### src/rtl/cpu7_excp_ctl_pkg.sv
// Shared constants and types for the exception/ERTN sequencer.
// Ecodes follow the LoongArch CSR.ESTAT encoding.
package cpu7_excp_ctl_pkg;

    localparam logic [5:0] ECODE_INT = 6'h00;
    localparam logic [5:0] ECODE_ALE = 6'h09;
    localparam logic [5:0] ECODE_SYS = 6'h0B;
    localparam logic [5:0] ECODE_BRK = 6'h0C;
    localparam logic [5:0] ECODE_INE = 6'h0D;

    typedef enum logic [1:0] {
        ST_IDLE  = 2'd0,
        ST_FLUSH = 2'd1,
        ST_REDIR = 2'd2
    } excp_state_t;

    // Selects the redirect source: EENTRY for exceptions, ERA for ERTN.
    typedef enum logic {
        KIND_EXC = 1'b0,
        KIND_RET = 1'b1
    } excp_kind_t;

endpackage

### src/rtl/cpu7_excp_ctl_prio.sv
// Fixed-priority exception selector: INT > INE > SYS > BRK > ALE.
// Requests arrive already qualified by valid_e.
module cpu7_excp_ctl_prio
    import cpu7_excp_ctl_pkg::*;
(
    input  logic       req_int,
    input  logic       req_ine,
    input  logic       req_sys,
    input  logic       req_brk,
    input  logic       req_ale,
    output logic       hit,
    output logic [5:0] ecode
);

    always_comb begin
        hit   = req_int | req_ine | req_sys | req_brk | req_ale;
        ecode = ECODE_ALE;
        if (req_int) begin
            ecode = ECODE_INT;
        end else if (req_ine) begin
            ecode = ECODE_INE;
        end else if (req_sys) begin
            ecode = ECODE_SYS;
        end else if (req_brk) begin
            ecode = ECODE_BRK;
        end
    end

endmodule

### src/rtl/cpu7_excp_ctl.sv
// Exception/ERTN sequencer: commits one request to the CSR file, flushes the
// pipeline for FLUSH_CYC cycles, then hands a redirect PC to the IFU.
module cpu7_excp_ctl
    import cpu7_excp_ctl_pkg::*;
#(
    parameter int GRLEN     = 32,
    parameter int FLUSH_CYC = 2
) (
    input  logic             clk,
    input  logic             reset,
    input  logic             valid_e,
    input  logic [GRLEN-1:0] ifu_exu_pc_e,
    input  logic             excp_ale_e,
    input  logic             excp_sys_e,
    input  logic             excp_brk_e,
    input  logic             excp_ine_e,
    input  logic             int_pending,
    input  logic             crmd_ie,
    input  logic             ertn_e,
    input  logic [GRLEN-1:0] csr_eentry,
    input  logic [GRLEN-1:0] csr_era,
    input  logic             redirect_ready,
    output logic             excp_commit,
    output logic [5:0]       excp_ecode,
    output logic [GRLEN-1:0] excp_pc,
    output logic             ertn_commit,
    output logic             flush,
    output logic             redirect_valid,
    output logic [GRLEN-1:0] redirect_pc,
    output logic             busy
);

    localparam logic [3:0] CNT_LAST = 4'(FLUSH_CYC - 1);

    excp_state_t state, state_n;
    excp_kind_t  kind, kind_n;
    logic [3:0]  cnt, cnt_n;
    logic        hit, erq;
    logic [5:0]  hit_ecode;
    logic        take_exc, take_ret, load_redir;

    cpu7_excp_ctl_prio u_prio (
        .req_int (valid_e & int_pending & crmd_ie),
        .req_ine (valid_e & excp_ine_e),
        .req_sys (valid_e & excp_sys_e),
        .req_brk (valid_e & excp_brk_e),
        .req_ale (valid_e & excp_ale_e),
        .hit     (hit),
        .ecode   (hit_ecode)
    );

    // An exception on the same instruction always wins over ERTN.
    assign erq = valid_e & ertn_e & ~hit;

    always_comb begin
        state_n    = state;
        kind_n     = kind;
        cnt_n      = cnt;
        take_exc   = 1'b0;
        take_ret   = 1'b0;
        load_redir = 1'b0;
        case (state)
            ST_IDLE: begin
                if (hit) begin
                    take_exc = 1'b1;
                    kind_n   = KIND_EXC;
                    cnt_n    = 4'd0;
                    state_n  = ST_FLUSH;
                end else if (erq) begin
                    take_ret = 1'b1;
                    kind_n   = KIND_RET;
                    cnt_n    = 4'd0;
                    state_n  = ST_FLUSH;
                end
            end
            ST_FLUSH: begin
                // The CSR update from the commit cycle is visible by the last flush cycle.
                if (cnt == CNT_LAST) begin
                    load_redir = 1'b1;
                    state_n    = ST_REDIR;
                end else begin
                    cnt_n = cnt + 4'd1;
                end
            end
            ST_REDIR: begin
                if (redirect_ready) begin
                    state_n = ST_IDLE;
                end
            end
            default: state_n = ST_IDLE;
        endcase
    end

    always_ff @(posedge clk) begin
        if (reset) begin
            state       <= ST_IDLE;
            kind        <= KIND_EXC;
            cnt         <= 4'd0;
            excp_commit <= 1'b0;
            ertn_commit <= 1'b0;
            excp_ecode  <= 6'd0;
            excp_pc     <= '0;
            redirect_pc <= '0;
        end else begin
            state       <= state_n;
            kind        <= kind_n;
            cnt         <= cnt_n;
            excp_commit <= take_exc;
            ertn_commit <= take_ret;
            if (take_exc) begin
                excp_ecode <= hit_ecode;
                excp_pc    <= ifu_exu_pc_e;
            end
            if (load_redir) begin
                redirect_pc <= (kind == KIND_EXC) ? csr_eentry : csr_era;
            end
        end
    end

    // redirect_valid/redirect_ready: the PC is offered and held stable while
    // redirect_valid is high; the transfer happens on a cycle where both are high.
    assign flush          = (state == ST_FLUSH);
    assign redirect_valid = (state == ST_REDIR);
    assign busy           = (state != ST_IDLE);

endmodule

### config.mk
export PLATFORM = sky130hd
export DESIGN_NAME = cpu7_excp_ctl
export DESIGN_NICKNAME = d
export VERILOG_FILES = /design/src/rtl/cpu7_excp_ctl_pkg.sv /design/src/rtl/cpu7_excp_ctl_prio.sv /design/src/rtl/cpu7_excp_ctl.sv
export SDC_FILE = /design/constraint.sdc
export NUM_CORES = 1
export LEC_CHECK = 0
export BUFFER_PORTS_ARGS = -buffer_cell sky130_fd_sc_hd__clkbuf_2
export CORE_MARGIN = 4
export CORE_UTILIZATION = 45
export DETAILED_ROUTE_END_ITERATION = 10
export GPL_TIMING_DRIVEN = 1
export PLACE_DENSITY = 0.85
export SYNTH_ARGS = -nofsm -noshare
export SYNTH_HDL_FRONTEND = slang
export SYNTH_SLANG_ARGS = --single-unit
### constraint.sdc
create_clock -name clk -period 2.87 [get_ports clk]
set_input_delay 0.1435 -clock clk [delete_from_list [all_inputs] [get_ports clk]]
set_output_delay 0.1435 -clock clk [all_outputs]
set_load 0.1 [all_outputs]
-- Yosys cells after proc, flatten, opt, wreduce, memory -nomap -nowiden
Index checks and enable logic that the tools add are counted.
- bits in registers: 79
- input bits: 107
- word-level logic and storage cells: 59
- add/sub/neg operators: 1
- equal/unequal tests: 7
- multiplexer cells: 21
- bitwise operators: 14
- reduce and logical (&&, ||, !) cells: 8
- operators by type and width (operator ; count):
    32-bit two-way mux ; 1
    6-bit two-way mux ; 3
    4-bit two-way mux ; 3
    1-bit bitwise AND ; 8
    2-bit two-way mux ; 4
    4-bit one-hot mux with 2 select lines ; 1
    1-bit two-way mux ; 7
    2-bit one-hot mux with 3 select lines ; 1
    3-bit AND reduction ; 2
    2-bit nonzero test ; 3
    4-bit by 1-bit adder with 4-bit output, second input constant ; 1
    4-bit by 1-bit equality test with 1-bit output, second input constant ; 1
    2-bit != test, second input constant ; 2
    1-bit bitwise OR ; 4
    3-bit two-way mux ; 1
    3-bit != test, second input constant ; 1
    3-bit OR reduction ; 1
    2-bit by 1-bit equality test with 1-bit output, second input constant ; 1
    2-bit equality test, second input constant ; 1
    2-bit zero test ; 1
    2-bit by 1-bit != test with 1-bit output, second input constant ; 1
    1-bit NOT ; 2
    2-bit AND reduction ; 1

-- Logic depth before layout (Yosys ltp)
- depth in word-level cells: 11
- mapped depth: 7

-- Cells and area by module
Synthesis repeated with hierarchy kept, for this count alone.
- cell total of the unflattened synthesis: 297
- area, all modules: 3329.4 um2
- by module, submodules not included (module ; instances ; cells an instance ; area an instance (um2) ; seq. area each (um2)):
    cpu7_excp_ctl ; 1 ; 285 ; 3256.9 ; 1581.5
    cpu7_excp_ctl_prio ; 1 ; 12 ; 72.6 ; 0.0

-- Least setup slack after synthesis
Ideal clock, no wire load.
- kind: flip-flop to flip-flop
- start point: register state[1]
- end point: register state[1]
- arrival time: 2.039 ns
- setup slack: 0.751 ns
- stages on the path, launching flop included: 4
- cells stage by stage: dfxtp_1 > nor2b_1 > a21oi_1 > nor3_1
- word-level cells in the longest chain between the ends: 3
- elaborated cells on any way between the ends: 8
- those cells by class: 5 x eq/ne; 1 x mux; 2 x reduce/logical
- ends and longest elaborated chain (element ; RTL line ; RTL):
    from (decl) ; cpu7_excp_ctl.sv:35 ; excp_state_t state, state_n;
    from (signal assigned) ; cpu7_excp_ctl.sv:105 ; state <= state_n;
    2-bit equality test (*) ; n/a ;
    via redirect_valid ; cpu7_excp_ctl.sv:28 ; output logic redirect_valid,
    2-bit != test (no source line) ; n/a ;
    3-bit AND reduction (no source line) ; n/a ;
The timed path passes the listed nets; every way through them passes the cells marked *.
A chain may end at the register's enable or synchronous reset.

-- Final worst setup path
- start point: register cnt[0]
- end point: register redirect_pc[3]
- word-level cells in the longest chain between the ends: 3
- ends and longest elaborated chain (element ; RTL line ; RTL):
    from (decl) ; cpu7_excp_ctl.sv:37 ; logic [3:0] cnt, cnt_n;
    from (signal assigned) ; cpu7_excp_ctl.sv:107 ; cnt <= cnt_n;
    4-bit by 1-bit equality test with 1-bit output ; cpu7_excp_ctl.sv:78 ; if (cnt == CNT_LAST) begin
    1-bit two-way mux ; cpu7_excp_ctl.sv:78 ;
    1-bit two-way mux ; cpu7_excp_ctl.sv:62 ; case (state)
    to (signal assigned) ; cpu7_excp_ctl.sv:115 ; redirect_pc <= (kind == KIND_EXC) ? csr_eentry : csr_era;
    to (decl) ; cpu7_excp_ctl.sv:29 ; output logic [GRLEN-1:0] redirect_pc,
No other way between the ends.

==> metrics.cfg <==
[floorplan]
die_height_um=92.0
start_util_pct=46.4
core_area_um2=6830
pin_count=182
die_w_um=92.0
die_area_um2=8460
rows=30

[yosys]
synth_seq_cells=77
ys.flop_type=dfxtp_1
synth-edff-count=0
synthArstFlopShare_pct=0
synth_cell_type_count=36
yosysWarnings=0
syn_area_per_cell_um2=8.91
synth-seq-area-share_pct=48.6
syn_inst=356
synthesis.area_um2=3170

[cells_and_area]
ff_latch_area_um2=1540
fillers=604
diodes=0
multi_input_area_um2=1430
final_nets=630
syn2layout_area_growth_pct=34.4
final_layout_size_suffix_gt1_share_pct=38.7

[critical_path]
cp-end-kind=flip-flop
path_delay_family=simple AND/OR/NAND/NOR gates
worst-path-buf-inv=1
crit_type=flip-flop to flip-flop
startpoint_type=flip-flop
cp.required_ps=3120
cp_max_fo=64
path_cells=ha_1 -> or3b_1 -> nor2_4 -> buf_4 -> nor2_1 -> a211oi_1
critPathArrivalTime_ps=2200
crit_path_max_incr_delay_ps=470
cp_slowest_cell=buf_4

[sta]
max_clock_freq_mhz=513
fin_setup_tns_ps=0
slew_violations=0
finalCritPeriodShare_pct=68.0
hold_violations=0
grt_setup_unrepaired=no
min_period_ps=1950
clock_skew_ps=11.1
tightest_slew_ps=1040
setup_viol=0
slew_headroom_pct=30.8

[worst_hold_path]
hold_path.class=primary input to flip-flop

[clock_network]
clock_latency_ps=330
cts_tree=built
clock-root-buffer=clkbuf_8
hold_buffers=0
cts_buffers=9
cts_setup_buffers=0
cts.sinks=77
htreeDepth=3
clk_pin_slew_ps=80
cts_resized=0
cts_buffer_depth=2

[global_route]
grt.total_usage_pct=18.8
use_met3_pct=5.25
grt_pass1_wl_um=13100
grtUsageMet1_pct=22.8
grtUsageMet2_pct=32.1
first_global_vias=2904
antenna_found_initial=0
grt_busiest_layer=met2
grt_overflow=0
grt_max_degree=65

[drt]
finalWirelength_um=8020
first_pass_iters=4
vias=2996
vias_per_cell=4.82
drt-initial-drc-count=70
wl_per_cell_um=12.9
remaining_drc_errors=0
ant_nets=0

[pwr]
finalPower_mw=2.99
p_leak_nw=1.93
cellPowerDensity_nw_per_um2=702
peakVddDrop_uv=291

[job]
drv_cap=0

[place]
gp_congestion=0.779
port_buffers=179
dp_hpwl_um=6080

[status]
status=completed

==> registers in the layout, summed over array words and instances, names as in the netlist <==
| name | cells |
|---|---|
| excp_pc | 32 |
| redirect_pc | 32 |
| cnt | 4 |
| excp_ecode | 4 |
| state | 2 |
| ertn_commit | 1 |
| excp_commit | 1 |
| kind | 1 |
==> power breakdown <==
part	internal [mW]	switching, mW	total (mW)	leakage (nW)
combinational	0.182	0.684	0.867	1.18
clock	0.571	0.372	0.943	0.116
sequential	1.14	0.0498	1.19	0.628
total	1.89	1.11	2.99	1.93
==> synthesized netlist by cell type (2+ instances only) <==
master	number	share of area, %
nor2_1	40	4.7
buf_2	8	1.3
dfxtp_1	77	49
nor2b_1	2	0.39
clkbuf_1	10	1.2
a211oi_1	33	7.8
a21oi_1	37	5.8
nor3_1	3	0.47
buf_6	5	1.8
nor4b_1	2	0.55
nand2_1	69	8.2
a21o_1	2	0.47
nor3_2	2	0.63
inv_1	6	0.71
or3b_1	2	0.55
buf_4	6	1.4
ha_1	2	0.79
mux2i_1	32	10
==> final timing paths <==
path	slack, ps	depth (start not counted)	start	to
worst max-delay path	920	6	cnt[0]$_SDFFE_PP0P_	redirect_pc[3]$_SDFFE_PP0P_
worst min register to register	460	2	excp_pc[9]$_SDFFE_PP0P_	excp_pc[9]$_SDFFE_PP0P_
worst max register to register	920	6	cnt[0]$_SDFFE_PP0P_	redirect_pc[3]$_SDFFE_PP0P_
worst min-delay path	20	3	ifu_exu_pc_e[26]	excp_pc[26]$_SDFFE_PP0P_
==> placed cells by master (no fill, tap or decap), drive strengths merged, types with 2 or more instances in the layout <==
cell	n
clkinv	2
nor2b	2
nor4b	2
buf	3
mux2i	32
a21o	2
inv	6
a21oi	38
conb	2
nand2	69
ha	2
nor3	5
clkbuf	189
dfxtp	77
or3b	2
nor2	41
a211oi	33
bufinv	3
==> layout make-up <==
type                       instances  share of cell area [%]
clock inverter                     5                    2.35
multi-input combinational        245                    33.6
timing repair buffer             182                    21.5
clock buffer                      10                    2.99
sequential                        77                    36.2
tap                               96                    2.82
inverter                           6                   0.528
==> logic make-up after synthesis <==
family                     synth area share (%)
AOI/OAI and AO/OA                          16.6
buffers and inverters                      6.35
muxes                                      10.5
DFF                                        48.6
adders and majority gates                 0.789
and+or+nand+nor                            17.1
other                                     0.118
==> metrics by stage <==
stage | hold WS [ps] | setup slack [ps] | utilization [%] | cells | instance area, um^2
after floorplan | 279 | 751 | - | 357 | 3180
after global placement | 366 | 985 | 59.1 | 606 | 4040
after detailed placement | 372 | 896 | 59.1 | 606 | 4040
after CTS | 0.825 | 909 | 62.4 | 621 | 4260
after global routing | 6.93 | 702 | 62.4 | 621 | 4260
final | 21.2 | 920 | 62.4 | 621 | 4260
==> layer usage <==
metal,part of all wire (%),vias to the layer above,routed length (um)
met1,42,1293,3380
met4,1.1,0,88
met2,47,143,3780
met3,9.6,10,774
li1,-,1550,-
met5,0,-,0
==> tightest hold or removal path: cells and delay by family <==
family	cells	cell delay, ps
buffers and inverters	1	80
AO/OA/AOI/OAI	1	50
AND/OR/NAND/NOR	1	40
(Power assumes the default switching activity.)
